[src/rtl/quant_pipe_mc.sv]
// quant_pipe_mc
//   Three-stage, multi-channel quantisation pipeline for signed fixed-point samples.
//   S1 (feature): per-channel EMA, alpha = 2^-ALPHA_SHIFT; the first sample after
//                 reset seeds the channel.
//   S2 (signal) : deviation of the sample from its EMA, saturated.
//   S3 (risk)   : symmetric clamp to +/-cfg_limit unless bypassed; counts clamps.
//   Each stage has valid/ready flow control, so a stalled output back-pressures
//   the whole pipe without dropping samples.
//
// Ports
//   clk, rst          clock, asynchronous active-high reset
//   cfg_bypass        1 = clamp disabled (sampled when S3 loads)
//   cfg_limit         signed clamp magnitude; values <= 0 act as 0
//   in_valid/in_ready input handshake; in_chan, in_data = channel and sample
//   out_valid/out_ready output handshake; out_chan, out_data = channel and result
//   out_sat           result was clamped
//   sat_count         clamped results delivered, saturating at 0xFFFF
module quant_pipe_mc #(
    parameter int DATA_W      = 32,
    parameter int FRAC_W      = 16,
    parameter int CHANNELS    = 4,
    parameter int ALPHA_SHIFT = 3,
    localparam int CH_W       = $clog2(CHANNELS)
) (
    input  logic                     clk,
    input  logic                     rst,
    input  logic                     cfg_bypass,
    input  logic signed [DATA_W-1:0] cfg_limit,
    input  logic                     in_valid,
    output logic                     in_ready,
    input  logic        [CH_W-1:0]   in_chan,
    input  logic signed [DATA_W-1:0] in_data,
    output logic                     out_valid,
    input  logic                     out_ready,
    output logic        [CH_W-1:0]   out_chan,
    output logic signed [DATA_W-1:0] out_data,
    output logic                     out_sat,
    output logic        [15:0]       sat_count
);

    if ((CHANNELS < 2) || ((CHANNELS & (CHANNELS - 1)) != 0)) begin : g_bad_channels
        $error("CHANNELS must be a power of two and at least 2");
    end
    if ((ALPHA_SHIFT < 1) || (ALPHA_SHIFT > 8)) begin : g_bad_alpha
        $error("ALPHA_SHIFT must be in 1..8");
    end
    if ((FRAC_W < 0) || (FRAC_W >= DATA_W)) begin : g_bad_frac
        $error("FRAC_W must be in 0..DATA_W-1");
    end

    // Collapse a DATA_W+1 bit signed value into DATA_W bits, clipping at min/max.
    function automatic logic signed [DATA_W-1:0] sat_w(input logic signed [DATA_W:0] v);
        logic signed [DATA_W-1:0] r;
        if (v[DATA_W] != v[DATA_W-1]) begin
            r = v[DATA_W] ? {1'b1, {(DATA_W-1){1'b0}}} : {1'b0, {(DATA_W-1){1'b1}}};
        end else begin
            r = v[DATA_W-1:0];
        end
        return r;
    endfunction

    // Per-channel EMA state
    logic signed [DATA_W-1:0] ema_q [CHANNELS];
    logic signed [DATA_W-1:0] ema_d [CHANNELS];
    logic [CHANNELS-1:0]      init_q, init_d;

    // Stage registers
    logic                     vld_p1_q, vld_p1_d, vld_p2_q, vld_p2_d, vld_p3_q, vld_p3_d;
    logic [CH_W-1:0]          chan_p1_q, chan_p1_d, chan_p2_q, chan_p2_d, chan_p3_q, chan_p3_d;
    logic signed [DATA_W-1:0] x_p1_q, x_p1_d, ema_p1_q, ema_p1_d;
    logic signed [DATA_W-1:0] sig_p2_q, sig_p2_d;
    logic signed [DATA_W-1:0] res_p3_q, res_p3_d;
    logic                     sat_p3_q, sat_p3_d;
    logic [15:0]              sat_cnt_q, sat_cnt_d;

    logic                     rdy_p1, rdy_p2, rdy_p3, in_fire;
    logic signed [DATA_W-1:0] ema_cur, ema_new, lim, neg_lim;
    logic signed [DATA_W:0]   diff_ext, step_ext, sum_ext;

    always_comb begin
        rdy_p3   = !vld_p3_q || out_ready;
        rdy_p2   = !vld_p2_q || rdy_p3;
        rdy_p1   = !vld_p1_q || rdy_p2;
        in_fire  = in_valid && rdy_p1;

        ema_cur  = ema_q[in_chan];
        diff_ext = {in_data[DATA_W-1], in_data} - {ema_cur[DATA_W-1], ema_cur};
        step_ext = diff_ext >>> ALPHA_SHIFT;
        sum_ext  = {ema_cur[DATA_W-1], ema_cur} + step_ext;
        ema_new  = init_q[in_chan] ? sat_w(sum_ext) : in_data;

        // A negative limit is treated as zero, so neg_lim never overflows.
        lim      = cfg_limit[DATA_W-1] ? {DATA_W{1'b0}} : cfg_limit;
        neg_lim  = -lim;

        ema_d    = ema_q;
        init_d   = init_q;
        if (in_fire) begin
            ema_d[in_chan]  = ema_new;
            init_d[in_chan] = 1'b1;
        end

        // S1 load
        vld_p1_d  = vld_p1_q;
        chan_p1_d = chan_p1_q;
        x_p1_d    = x_p1_q;
        ema_p1_d  = ema_p1_q;
        if (rdy_p1) begin
            vld_p1_d  = in_valid;
            chan_p1_d = in_chan;
            x_p1_d    = in_data;
            ema_p1_d  = ema_new;
        end

        // S2 load
        vld_p2_d  = vld_p2_q;
        chan_p2_d = chan_p2_q;
        sig_p2_d  = sig_p2_q;
        if (rdy_p2) begin
            vld_p2_d  = vld_p1_q;
            chan_p2_d = chan_p1_q;
            sig_p2_d  = sat_w({x_p1_q[DATA_W-1], x_p1_q} - {ema_p1_q[DATA_W-1], ema_p1_q});
        end

        // S3 load; config is only looked at here
        vld_p3_d  = vld_p3_q;
        chan_p3_d = chan_p3_q;
        res_p3_d  = res_p3_q;
        sat_p3_d  = sat_p3_q;
        if (rdy_p3) begin
            vld_p3_d  = vld_p2_q;
            chan_p3_d = chan_p2_q;
            res_p3_d  = sig_p2_q;
            sat_p3_d  = 1'b0;
            if (!cfg_bypass && (sig_p2_q > lim)) begin
                res_p3_d = lim;
                sat_p3_d = 1'b1;
            end else if (!cfg_bypass && (sig_p2_q < neg_lim)) begin
                res_p3_d = neg_lim;
                sat_p3_d = 1'b1;
            end
        end

        sat_cnt_d = sat_cnt_q;
        if (vld_p3_q && out_ready && sat_p3_q && (sat_cnt_q != 16'hFFFF)) begin
            sat_cnt_d = sat_cnt_q + 16'd1;
        end
    end

    always_ff @(posedge clk or posedge rst) begin
        if (rst) begin
            for (int i = 0; i < CHANNELS; i++) begin
                ema_q[i] <= '0;
            end
            init_q    <= '0;
            vld_p1_q  <= 1'b0;
            vld_p2_q  <= 1'b0;
            vld_p3_q  <= 1'b0;
            chan_p3_q <= '0;
            res_p3_q  <= '0;
            sat_p3_q  <= 1'b0;
            sat_cnt_q <= '0;
        end else begin
            ema_q     <= ema_d;
            init_q    <= init_d;
            vld_p1_q  <= vld_p1_d;
            vld_p2_q  <= vld_p2_d;
            vld_p3_q  <= vld_p3_d;
            chan_p3_q <= chan_p3_d;
            res_p3_q  <= res_p3_d;
            sat_p3_q  <= sat_p3_d;
            sat_cnt_q <= sat_cnt_d;
        end
    end

    // Inner datapath registers are qualified by their valids and need no reset.
    always_ff @(posedge clk) begin
        chan_p1_q <= chan_p1_d;
        x_p1_q    <= x_p1_d;
        ema_p1_q  <= ema_p1_d;
        chan_p2_q <= chan_p2_d;
        sig_p2_q  <= sig_p2_d;
    end

    assign in_ready  = rdy_p1;
    assign out_valid = vld_p3_q;
    assign out_chan  = chan_p3_q;
    assign out_data  = res_p3_q;
    assign out_sat   = sat_p3_q;
    assign sat_count = sat_cnt_q;

endmodule
[config.mk]
export PLATFORM = sky130hd
export DESIGN_NAME = quant_pipe_mc
export DESIGN_NICKNAME = d
export VERILOG_FILES = /design/src/rtl/quant_pipe_mc.sv
export SDC_FILE = /design/constraint.sdc
export NUM_CORES = 1
export LEC_CHECK = 0
export ABC_AREA = 0
export CORE_ASPECT_RATIO = 2
export CORE_MARGIN = 5
export CORE_UTILIZATION = 25
export DETAILED_ROUTE_END_ITERATION = 10
export PLACE_DENSITY = 0.38
export SLEW_MARGIN = 20
export SYNTH_ARGS = -nofsm -noshare
export SYNTH_HDL_FRONTEND = slang
export SYNTH_SLANG_ARGS = --single-unit
[constraint.sdc]
create_clock -name clk -period 7.2 [get_ports clk]
set_input_delay 1.44 -clock clk [delete_from_list [all_inputs] [get_ports clk]]
set_output_delay 1.44 -clock clk [all_outputs]
set_load 0.02 [all_outputs]
==> reports/results.txt <==
The run gives 0.56 ns as the clock latency on the worst-skew pair. The minimum clock period works out to 6.983 ns. The tools report the net count after synthesis as 2164. Leading cell type by number of instances after synthesis: dfrtp_1.

The largest buffer count on any clock path was 3. Summed over all layers, the global routing overflow is 0. The run gives 2522 as the net total in the final layout. The floorplan has 145 rows. The layout-stage area growth over the synthesis result was 29.13%; the headroom to the max-slew limit was 42.63%.

The flow ran to the end, and the final reports show no timing, DRC or antenna violations. For this design, the CTS-stage hold fixing added 0 buffers. STA classifies the critical path startpoint as a primary input. In the synthesized netlist, the cells that appear most often are dfrtp_1, ha_1, a21oi_1. The cell count after synthesis came out at 1929. TritonCTS built the clock tree.

The die is 405.3 um tall. After synthesis the netlist holds a flip-flop and latch count of 286. Detailed routing inserted a total of 16110 vias. The layout cell share with drive strength beyond 1 came out at 24.21%. The type of the tightest min-delay check is reg -> reg. The run gives 0 as the number of antenna repair diodes.

The post-synthesis adder-cell area fraction works out to 12.17%. Using the TritonRoute via totals, the vias-per-cell ratio works out to 4.820. The slew at the pin closest to its max-slew limit works out to 0.8548 ns. The tools report the buffer cell driving the clock tree root as clkbuf_16.

The synthesized design devotes to its leading area cell type 23.82% of total area. For the final routed database, the setup TNS stands at 0 ns. In the final routed layout, each cell accounts on average for 20.46 um. The final worst hold slack is 0.4279 ns. Data on the critical path arrives at its endpoint at 7.41 ns. The first global-routing pass estimated 104.1 mm of wire. Pin placement for this block handled 124 I/O pins.

Number of global-route vias before repair: 17409. The per-instance average area after synthesis was 10.13 um^2; the synthesized cell area was 19540 um^2. In the routed design, unresolved DRC markers number 0. The warning count from the yosys run was 0. For this block, the routed nets add up to 68.37 mm of wire.

The tools report the number of hold violations in the final report as 0. In the global route stage, met2 resource usage came out at 33.23%. Across the run, the number of max-cap violations was 0. Critical path start-end classification: in -> reg.

The setup skew after layout was 0.02173 ns; the ratio of final minimum period to clock period was 96.98%. For this run, the top clock speed supported by timing is 143.2 MHz. The biggest area consumer among synthesized cells was dfrtp_1. The worst setup path is captured at a register.

Sorting the synthesized cells by area gives the leading types as dfrtp_1, edfxtp_1, ha_1. In this run, synthesis inferred 100 flip-flops with an integrated enable. For this run, global-route usage on met1 was measured as 15.25%. The largest driver fanout on the critical path was 7. The width of the die is 207.7 um. The run gives 499 as the detailed router's first-iteration violation count.

Once detail routing completed, the nets flagged for antenna violations numbered 0. Routability-driven placement finished with a final weighted congestion of 0.8639. Multiplexer cells account for 11.75% of the synthesized area.

Number of slew-limit violations in the final report: 0. The initial antenna violation count is 1, and the overall global routing resource usage is 15.89%. In the synthesized netlist the dominant register cell turns out to be dfrtp_1. The netlist uses 76 different library cells. The CTS sink count was 286; the initial core utilization was 25.10%. After synthesis, the share of flip-flops with an asynchronous set or reset is 65.03%. The number of setup violations in the final report was 0.

The required time of the critical path is 7.63 ns. The die covers 84180 um^2. met2 is the most crowded layer. The tools report the part of the Yosys area used for sequential elements as 39.19%.

The synthesized netlist devotes 12.42% of its cell area to simple gates. For this run, global-route usage on met3 was measured as 1.530%. Clock-pin slew was measured on the worst setup and hold paths at 0.06 ns. Summing the areas of all compound-gate instances in the mapped netlist gives 16.09% of the synthesized area. The logs give 2 for the H-tree level count and 88 for the largest net degree at the start of global routing. The placed wire-length estimate after detailed placement came out at 55.82 mm.

During placement, the flow inserted port buffers numbering 123. The floorplan step defined a core boundary enclosing 77830 um^2. Main combinational cell family by area after synthesis: compound AO/OA/AOI/OAI gates.

For this run, the detailed router's first-pass iteration total came to 7. The post-synthesis share of cell area spent on xor and xnor gates is 4.797%. The run gives 34 as the clock buffer count from CTS. Setup repair after global routing left no endpoint under its margin.
==> state kept, by name, summed over array words and instances, names as in the netlist <==
register and cells:
out_chan 2, ema_p1_q 32, vld_p2_q 1, out_sat 1, sat_count 16, ema_q 128
sig_p2_q 32, chan_p1_q 2, vld_p1_q 1, x_p1_q 32, out_valid 1, out_data 32
chan_p2_q 2, init_q 4
==> placed cells by master (no fill, tap or decap), types with 11 or more instances in the layout <==
cell             netlist  layout
buf_4                  2     266
dfrtp_1              186     186
ha_1                 162     161
a21oi_1              143     142
nor2_1               138     137
mux2_2               130     130
nand2_1              129     129
clkdlybuf4s50_1        0     121
inv_1                110     109
edfxtp_1             100     100
o21ai_0               82      80
a21o_1                74      74
xnor2_1               71      70
nand3_1               51      50
nor3_1                47      46
xor2_1                36      35
clkbuf_16              0      35
mux4_2                32      32
maj3_1                31      31
nand4_1               25      25
nor2b_1               23      22
nand2b_1              18      18
a21oi_2               20      18
o211ai_1              17      17
a221oi_1              17      16
o21a_1                13      13
a31oi_1               13      13
and3_1                12      12
and2_1                11      11
o21bai_1              11      11
==> final cells by class <==
type,count,area (um^2)
Timing Repair Buffer,396,3347
Fill cell,7944,52600
Clock inverter,19,166.4
Sequential cell,286,7657
Tap cell,1029,1287
Inverter,110,420.4
Multi-Input combinational cell,1459,11400
Clock buffer,43,945.9
==> path summary, 6_finish.rpt <==
path | startpoint | slack [ns] | cells after the start | endpoint
min in group asynchronous | rst | 1.34 | 2 | sat_count[8]
max in group asynchronous | rst | 4.52 | 3 | ema_q[124]
hold reg to reg | chan_p1_q[0] | 0.43 | 0 | chan_p2_q[0]
setup / recovery | in_chan[0] | 0.22 | 24 | ema_q[9]
setup reg to reg | ema_q[66] | 1.00 | 23 | ema_q[9]
hold / removal | chan_p1_q[0] | 0.43 | 0 | chan_p2_q[0]
==> worst max-delay path, cell delays in order <==
cell and delay, ns:
buf_4 0.20, mux4_2 0.56, inv_1 0.08, ha_1 0.23, a21oi_1 0.21, nor2_1 0.09
or4b_4 0.54, nand3_1 0.10, o211ai_1 0.20, a311o_2 0.47, a31o_4 0.30, a41oi_2 0.20
xnor2_1 0.10, ha_1 0.34, a21o_1 0.21, a41o_1 0.23, a221o_1 0.37, a221oi_4 0.35
nor3_4 0.08, a221oi_4 0.41, buf_12 0.18, buf_12 0.12, a21oi_2 0.10, mux2_2 0.28
==> routing by layer <==
layer,vias up,routed length [um]
met5,-,13
met3,127,1600
met2,298,39660
met4,2,3318
li1,7810,-
met1,7873,23780
==> cell families after synthesis <==
logic type / Yosys count
XOR/XNOR: 107
adder cells (fa/ha/maj): 195
AND/OR/NAND/NOR: 506
multiplexers: 173
AO/OA/AOI/OAI: 478
flip-flops: 286
buffers and inverters: 184
==> per-stage QoR <==
stage / util (%) / area [um^2] / std cells / setup slack (ns)
after CTS: 32.18 / 25050 / 3337 / 0.01174
after floorplan: - / 19600 / 1929 / 0.02356
final: 32.41 / 25230 / 3342 / 0.2171
after global routing: 32.41 / 25230 / 3342 / 0.004194
after global placement: 30.73 / 23920 / 3275 / -0.8682
after detailed placement: 30.73 / 23920 / 3275 / -0.8049
==> what timing repair did <==
item,4_1_cts,5_1_grt
endpoints found under the setup margin,98,147
resized for setup,4,22
pin swaps,0,9
endpoints found under the hold margin,0,0
buffers inserted,0,5
Power is left out: the tool's default activity adds up to more than one toggle a clock period on the data nets, which glitch-free logic cannot reach.
==> patch 1, RTL diff (same settings) <==
Register the output `sat_count` once more, cleared by the reset; this adds one clock of latency there. The other outputs are not delayed to match.
--- a/src/rtl/quant_pipe_mc.sv
+++ b/src/rtl/quant_pipe_mc.sv
@@ -188,5 +188,11 @@
     assign out_data  = res_p3_q;
     assign out_sat   = sat_p3_q;
-    assign sat_count = sat_cnt_q;
+    always_ff @(posedge clk or posedge rst) begin
+        if (rst) begin
+            sat_count <= '0;
+        end else begin
+            sat_count <= sat_cnt_q;
+        end
+    end
 
 endmodule
Function: changed (a bounded check fails within 10 cycles, from zero or initial values and one cycle with rst high).
==> patch 1 against the unedited design <==
Worst hold slack worse by 0.00068 ns; final area up 2.6%; clock skew down 0.0023 ns; non-clock buffer count up 15; global-route usage up 0.94 points; synthesized area up 2.0%; sequential cell count up 16; die area up 1.9%; via count up 4.8%; worst setup slack better by 0.022 ns; routed wire length up 7.7%; register-to-register slack better by 0.14 ns.
Power is not shown: default switching activity piles up to over one toggle a cycle in this logic, so the estimate is an artifact.
==> patch 1: results (changes against the unedited design) <==
status finished clean; RePlAce Congestion 0.922 (+6.7%); worst-path fanout max 6 (-1); CLK BUF 45 (+4.7%); Well-Tap Cells 1036 (+0.68%); Placed Cells 3416 (+4.3%); CP max stage delay 0.70 ns (+0.14 ns); Pre-antenna DRT Iters 5 (-2); number of global-route vias before repair 18300 (+5.2%); NonClk Buf Share 13.7% (+0.42 points); Async SR Flop Fraction 66.9% (+1.9 points); largest cells by area after synthesis dfrtp_1 25%, edfxtp_1 15%, ha_1 10%, mux2_2 4.6%, a21oi_1 4.5%; worst slew pin tran 0.881 ns (+0.0267 ns); sequential area share after synthesis 40.4% (+1.2 points); top post-synthesis cells by count 202 x dfrtp_1, 180 x a21oi_1, 170 x nand2_1; utilization after layout 32.7% (+0.32 points); Seq cells 302 (+5.6%); register area 8060 sq um (+5.2%); Post-DP HPWL 59.6 mm (+6.8%); first-pass GRT wire length 111 mm (+6.5%); Place WS -0.780 ns (+0.0252 ns); Setup Skew 0.0195 ns (-0.00225 ns); clk tree area frac 4.63% (+0.22 points); Vias 16900 (+4.8%); Buffers, non-clock 411 (+3.8%); Num CTS Buffers 36 (+5.9%); area of the multi-input gates 11300 sq um (-0.55%); ratio of cells with drive above 1 in the final layout 21.5% (-2.7 points); number of antenna diodes 1 (+1); final std cells w/o fill 3482 (+4.2%)
==> patch 1: cell types whose count changed in the layout (fill, tap and decap cells not counted), sizes merged, moves of 17 or more <==
| cell | change |
|---|---|
| a21oi | +19 |
| a31oi | +50 |
| maj3 | -26 |
| mux2 | -49 |
| nand2 | +42 |
| nor2 | +23 |
| o21ai | +25 |
| o22ai | +17 |
==> patch 1: timing repair <==
item | in CTS | in global routing
setup buffers | 0 | 1
pin swaps | 0 | 2
hold buffers | 0 | 0
setup endpoints to repair | 15 | 156
resized for setup | 4 | 28
==> patch 1: worst paths after layout <==
check / start / endpoint / slack (ns) / cells after the start
setup / recovery: cfg_limit[8] / out_data[1]$_DFFE_PP0P_ / 0.24 / 20
hold / removal: sat_cnt_q[5]$_DFFE_PP0P_ / sat_count[5]$_DFF_PP0_ / 0.43 / 0
setup reg to reg: ema_q[3]$_DFFE_PP0P_ / ema_p1_q[15]$_DFFE_PN_ / 1.14 / 27
hold reg to reg: sat_cnt_q[5]$_DFFE_PP0P_ / sat_count[5]$_DFF_PP0_ / 0.43 / 0
max in group asynchronous: rst / out_data[20]$_DFFE_PP0P_ / 4.72 / 3
min in group asynchronous: rst / ema_q[3]$_DFFE_PP0P_ / 1.30 / 2
==> patch 1: per-layer routing <==
layer	routed length [um]	track usage, %	part of all wire (%)
met5	0	0	0
met4	3040	6.62	4.1
met3	2070	1.82	2.8
met2	43100	35.0	59
met1	25400	16.4	35
==> patch 1: cell families after synthesis <==
kind of cell | count (synthesis) | share of synthesized area (%)
compound gates | 564 | 17.7
xor+xnor | 112 | 4.92
fa+ha+maj | 169 | 10.6
buf+inv | 188 | 3.65
flops | 302 | 40.4
mux | 121 | 8.60
simple gates | 584 | 14.0
==> patch 2, RTL diff (config.mk and constraints unchanged) <==
Without the edit above. `CHANNELS`: 4 -> 8.
--- a/src/rtl/quant_pipe_mc.sv
+++ b/src/rtl/quant_pipe_mc.sv
@@ -19,5 +19,5 @@
     parameter int DATA_W      = 32,
     parameter int FRAC_W      = 16,
-    parameter int CHANNELS    = 4,
+    parameter int CHANNELS    = 8,
     parameter int ALPHA_SHIFT = 3,
     localparam int CH_W       = $clog2(CHANNELS)
Ports: changed (resized in_chan and out_chan); port bits go from 124 to 126. No check against the original RTL was run, so the function may have changed too.
==> patch 2 against the unedited design <==
First-iteration DRC count up 88%; routed wire length up 35%; final area up 33%; sequential cell count up 135; die area up 31%; synthesized area up 32%; worst setup slack worse by 0.033 ns.
Power is not shown: default switching activity piles up to over one toggle a cycle in this logic, so the estimate is an artifact.
==> patch 2: results (changes against the unedited design) <==
Placed Cells 4344 (+33%); max_slew headroom 26.5% (-16 points); Synth cell types 93 (+22%); Pre-antenna DRT Iters 5 (-2); critical path's slowest cell a221o_1; initial antenna violation count 4 (+3); Post-DP HPWL 71.4 mm (+28%); WL met1 32.2 mm (+35%); GRT Util Overall 16.3% (+0.39 points); Async SR Flop Fraction 75.8% (+11 points); metal2 WL 53.6 mm (+35%); Synth Instances 2632 (+36%); Routed met3 length 2.42 mm (+52%); DRT iter0 DRCs 936 (+88%); number of synthesized flops with an enable pin 102 (+2.0%); largest cells by area after synthesis dfrtp_1 31%, edfxtp_1 12%, ha_1 7.9%, mux2_2 6.2%, nand2_1 5.2%; status finished clean; Synth Area in Adders 8.22% (-4.0 points); CP max stage delay 0.42 ns (-0.14 ns); worst-path fanout max 15 (+8); mux contribution to synthesized area 9.84% (-1.9 points); Vias 21600 (+34%); final layout net count 3297 (+31%); RePlAce Congestion 0.883 (+2.2%); top post-synthesis cells by count 355 x nand2_1, 319 x dfrtp_1, 166 x a21oi_1; Place WS -1.43 ns (-0.630 ns); Largest register FFs 256 (+100%); Setup Skew 0.0333 ns (+0.0116 ns); WL final 92.4 mm (+35%); first-pass GRT wire length 139 mm (+33%); number of global-route vias before repair 22900 (+32%); Synth Area in Compound Gates 19.7% (+3.6 points); post-synthesis xor/xnor area fraction 3.91% (-0.89 points); ratio of cells with drive above 1 in the final layout 24.4% (+0.15 points)
patch 2: cell count changes after synthesis, sizes merged, moves of 17 or more:
cell	unedited run	this run
a21oi	163	181
nand2	129	356
mux2i	11	65
nor2	138	121
clkbuf	62	107
dfrtp	186	319
o22ai	6	54
nor3	48	31
maj3	31	5
o31ai	7	30
o21ai	90	248
mux4	32	12
patch 2: routing by layer:
| layer | vias to the layer above | GRT usage, % |
|---|---|---|
| met4 | 0 | 6.57 |
| met5 | - | 0 |
| li1 | 10400 | - |
| met1 | 10700 | 15.7 |
| met2 | 358 | 33.9 |
| met3 | 148 | 1.75 |
patch 2: final cells by class:
class | count | area [sq um] | share of cell area, %
tap | 1344 | 1680 | 5.00
timing repair buffer | 514 | 4620 | 13.7
clock buffer | 65 | 1290 | 3.84
sequential | 421 | 11000 | 32.9
inverter | 125 | 473 | 1.41
multi-input combinational | 1956 | 14300 | 42.5
antenna | 3 | 7.51 | 0.0223
clock inverter | 14 | 223 | 0.662
patch 2: repair_timing:
item	4_1_cts	5_1_grt
setup endpoints to repair	281	278
gates resized for setup	52	60
endpoints found under the hold margin	0	0
cloned	2	1
pin swaps	11	26
setup buffers	8	6
patch 2: path summary, 6_finish.rpt:
kind,start,end,slack [ns],cells after the start
setup / recovery,in_chan[0],ema_q[170]$_DFFE_PP0P_,0.18,31
hold / removal,chan_p1_q[2]$_DFFE_PN_,chan_p2_q[2]$_DFFE_PP_,0.42,0
setup reg to reg,ema_q[4]$_DFFE_PP0P_,ema_q[170]$_DFFE_PP0P_,0.98,28
hold reg to reg,chan_p1_q[2]$_DFFE_PN_,chan_p2_q[2]$_DFFE_PP_,0.42,0
max in group asynchronous,rst,ema_q[63]$_DFFE_PP0P_,4.57,3
min in group asynchronous,rst,sat_count[1]$_DFFE_PP0P_,1.20,2
